[src/rtl/my_dmux8way16_reg.sv]
// Registered 1-to-8 demultiplexer with a one-entry buffer and valid/ready handshake per lane.
// Define MY_DMUX_ROUNDROBIN_EN to steer words with a rotating pointer instead of sel.
module my_dmux8way16_reg #(
    parameter int WIDTH = 16
) (
    input  logic             clk,
    input  logic             rst_n,
    input  logic [WIDTH-1:0] in,
    input  logic             in_valid,
    output logic             in_ready,
    input  logic [2:0]       sel,
    output logic [WIDTH-1:0] out_a,
    output logic [WIDTH-1:0] out_b,
    output logic [WIDTH-1:0] out_c,
    output logic [WIDTH-1:0] out_d,
    output logic [WIDTH-1:0] out_e,
    output logic [WIDTH-1:0] out_f,
    output logic [WIDTH-1:0] out_g,
    output logic [WIDTH-1:0] out_h,
    output logic [7:0]       out_valid,
    input  logic [7:0]       out_ready
);
    // Handshake: a word moves when valid && ready are both high on a rising edge.
    logic [WIDTH-1:0] data_q [8];
    logic [WIDTH-1:0] data_d [8];
    logic [7:0]       valid_q;
    logic [7:0]       valid_d;
    logic [2:0]       lane;
    logic             take;

`ifdef MY_DMUX_ROUNDROBIN_EN
    logic [2:0] ptr_q;
    logic [2:0] ptr_d;
    logic       unused_sel;

    assign unused_sel = ^sel;
    assign lane       = ptr_q;

    always_comb begin
        ptr_d = ptr_q;
        if (take) begin
            ptr_d = ptr_q + 3'd1;
        end
    end

    always_ff @(posedge clk or negedge rst_n) begin
        if (!rst_n) begin
            ptr_q <= 3'd0;
        end else begin
            ptr_q <= ptr_d;
        end
    end
`else
    assign lane = sel;
`endif

    // A lane draining on this edge can be reloaded on the same edge.
    assign in_ready = !valid_q[lane] || out_ready[lane];
    assign take     = in_valid && in_ready;

    always_comb begin
        data_d  = data_q;
        valid_d = valid_q & ~out_ready;
        if (take) begin
            data_d[lane]  = in;
            valid_d[lane] = 1'b1;
        end
    end

    always_ff @(posedge clk or negedge rst_n) begin
        if (!rst_n) begin
            for (int i = 0; i < 8; i++) begin
                data_q[i] <= '0;
            end
            valid_q <= 8'h00;
        end else begin
            data_q  <= data_d;
            valid_q <= valid_d;
        end
    end

    assign out_a     = data_q[0];
    assign out_b     = data_q[1];
    assign out_c     = data_q[2];
    assign out_d     = data_q[3];
    assign out_e     = data_q[4];
    assign out_f     = data_q[5];
    assign out_g     = data_q[6];
    assign out_h     = data_q[7];
    assign out_valid = valid_q;

endmodule

[config.mk]
export PLATFORM = sky130hd
export DESIGN_NAME = my_dmux8way16_reg
export DESIGN_NICKNAME = d
export VERILOG_FILES = /design/src/rtl/my_dmux8way16_reg.sv
export SDC_FILE = /design/constraint.sdc
export NUM_CORES = 1
export LEC_CHECK = 0
export CELL_PAD_IN_SITES_DETAIL_PLACEMENT = 1
export CELL_PAD_IN_SITES_GLOBAL_PLACEMENT = 1
export CORE_MARGIN = 1.5
export CORE_UTILIZATION = 37
export DETAILED_ROUTE_END_ITERATION = 6
export PLACE_DENSITY = 0.77
export SETUP_SLACK_MARGIN = 0.15
export SKIP_CTS_REPAIR_TIMING = 1
export SLEW_MARGIN = 20
export SYNTH_ARGS = -nofsm -noshare
export SYNTH_HDL_FRONTEND = slang
export SYNTH_SLANG_ARGS = --single-unit
export TNS_END_PERCENT = 20
[constraint.sdc]
create_clock -name clk -period 1.9 [get_ports clk]
set_input_delay 0.38 -clock clk [delete_from_list [all_inputs] [get_ports clk]]
set_output_delay 0.38 -clock clk [all_outputs]
set_load 0.02 [all_outputs]
==> metrics.txt <==
slowest stage delay, CP 400 ps; HPWL Detailed 12,600 um; worst-skew pair later-pin latency 420 ps; Sw Pwr 3.43 mW; Mapped Area 5560 um^2; Worst Tran Pin Value 415 ps; Core ar. 14,600 um^2; CTS buffer count 17; HP Class in2reg; Max VDD drop 0.000789 V; RSZ-0062 raised after global routing true; Synth Instances 413; Slew headroom 0.723; Fin. Hold Viols 0; gr usage total 0.238; initial core utilization 0.381; routability cong. 0.856; max-cap violations 0; Max FO, Critical Path 2; internal cell power 7.28 mW; Worst Path Buf+Inv 1; Setup WS post-layout -241 ps; Yosys reg bits 136; Max clock buf depth 2; fin nets 686; H-tree Lvls 4; status complete, but fails checks; area leader, netlist dfrtp_1; post-synthesis sequential area ratio 0.612; grt ovf 0; first-pass GRT wire length 28,400 um; clock share of power 0.301; Critical Path Slowest Stage Cell dfrtp_1; top post-synthesis cells by area dfrtp_1, mux2_2, nand2_1, o22ai_1, mux2_4; syn_nets 443; DRC Markers 0; required time worst endpoint 1520 ps; Clock transition at path regs 60 ps; site row count 44; 1st-iter DRT viols 163; Ports 167; Hold WS 292 ps; Root Buffer clkbuf_16; die height 126 um; Yosys Warn Count 0; largest net degree at the start of global routing 47; Power Dens Cells 1110 nW/um^2; drt pass-1 iters 4; final wirelength 21,700 um; top-count cell post-synth dfrtp_1; Synth async-reset ratio 1.00; grt peak-use layer met2; antenna cells 0; DR vias/cell 5.40; TritonCTS clock tree built; vias in the first global route 4,865; Post-synth EDFFs 0; Die Wd 126 um; CP Launch Type flop; Commonest cells post-synth dfrtp_1, mux2_2, nand2_1; Highest Clock Rate 0.467 GHz; Period minus WS final 2140 ps; top cell type's share of synthesized area 0.612; Cell variety after synth 38; worst path cell trace mux2_4 > a221oi_4 > o22ai_2 > nand3_2 > buf_6; final core utilization 0.660; switching part of the total 0.320; initial antenna violation count 0; Arr. time, crit path 1760 ps; Final Skew 6.76 ps; combinational power share 0.335; Die ar. 15,800 um^2; failing checks negative setup slack; cell family with most CP delay compound AO/OA/AOI/OAI gates; syn avg cell area 13.5 um^2; max-slew violations 0; met3 Resource Use GR 0.0595; vias 4,606; Area Overhead vs Synth 73.0%; M2 GR Usage 0.410; CTS Sinks 136; period utilization 1.13; kind of critical path reg2out; WL/cell 25.4 um; Seq pwr share 0.364; met1 global-route usage 0.280; Synth Flop Type dfrtp_1; antenna-violating nets left 0; Static Leak 5.68 nW; endpoint class of the critical path output pin; Port Buffers 166; layout cell share with drive strength beyond 1 0.407; final setup vio count 1
[layout by cell type (no fill, tap or decap), types with 2 or more instances in the layout]
master             n
a21oi_1            2
buf_12            12
buf_4             47
buf_6             17
buf_8              3
clkbuf_1           2
clkbuf_16         20
clkbuf_8           5
clkdlybuf4s50_1   16
clkinv_2           6
dfrtp_1          136
dlymetal6s2s_1   145
inv_1              7
mux2_2            77
mux2_4            23
mux2i_4            4
nand2_1           65
nand2b_1           3
nand3_1            2
nor2_1             3
nor2b_1            2
o21ai_0            6
o22ai_2           22
o22ai_4           13
or2_4              2
[cell families after synthesis]
kind of cell,Yosys count,synth area share
AO/OA/AOI/OAI,54,0.0657
AND/OR/NAND/NOR,91,0.0749
flip-flops,136,0.612
buffers and inverters,28,0.0317
multiplexers,104,0.216
[flip-flops by register name (all words and copies together) (netlist names)]
name / cells
out_a: 16
out_b: 16
out_c: 16
out_d: 16
out_e: 16
out_f: 16
out_g: 16
out_h: 16
out_valid: 8
[worst paths after layout]
kind                            slack, ps  depth (start not counted)           end    startpoint
worst max-delay path                 -240                          5      in_ready  out_valid[7]
worst min-delay path                  290                          2  out_valid[3]  out_ready[3]
worst max register to register         50                          8     out_b[15]  out_valid[7]
worst min register to register        500                          1      out_a[1]      out_a[1]
max in group asynchronous             830                          3      out_f[8]         rst_n
min in group asynchronous             420                          2      out_c[1]         rst_n
[power by group through the flow]
| stage | Clock (mW) | Sequential [mW] | Combinational [mW] |
|---|---|---|---|
| after floorplan | 0 | 4.68 | 0.760 |
| after global placement | 0 | 3.89 | 3.30 |
| after detailed placement | 0 | 3.93 | 3.38 |
| after CTS | 3.22 | 3.90 | 3.41 |
| after global routing | 3.38 | 3.96 | 3.74 |
| final | 3.22 | 3.89 | 3.59 |
[metrics by stage]
stage	TNS, ps	cells	power, mW	area (um^2)	setup WS [ps]
4_1_cts	-25950	831	10.5	8560	-892
3_3_place_gp	-69880	799	7.19	7990	-835
5_1_grt	-334	853	11.1	9620	-317
2_1_floorplan	0	413	5.44	5660	66.5
6_report	-241	853	10.7	9620	-241
3_5_place_dp	-79990	799	7.31	7990	-877
[area by class of cell]
cell class,instances,area (um^2)
fill,1327,4970
inverter,7,26.3
timing repair buffer,245,2890
multi-input combinational,249,2500
tap,184,230
clock buffer,24,502
sequential,136,3400
clock inverter,8,68.8
[metal layers]
layer	part of all wire	vias up
met4	0.025	0
li1	-	1953
met5	0	-
met1	0.39	2461
met2	0.54	151
met3	0.046	41
(Power assumes the default switching activity.)
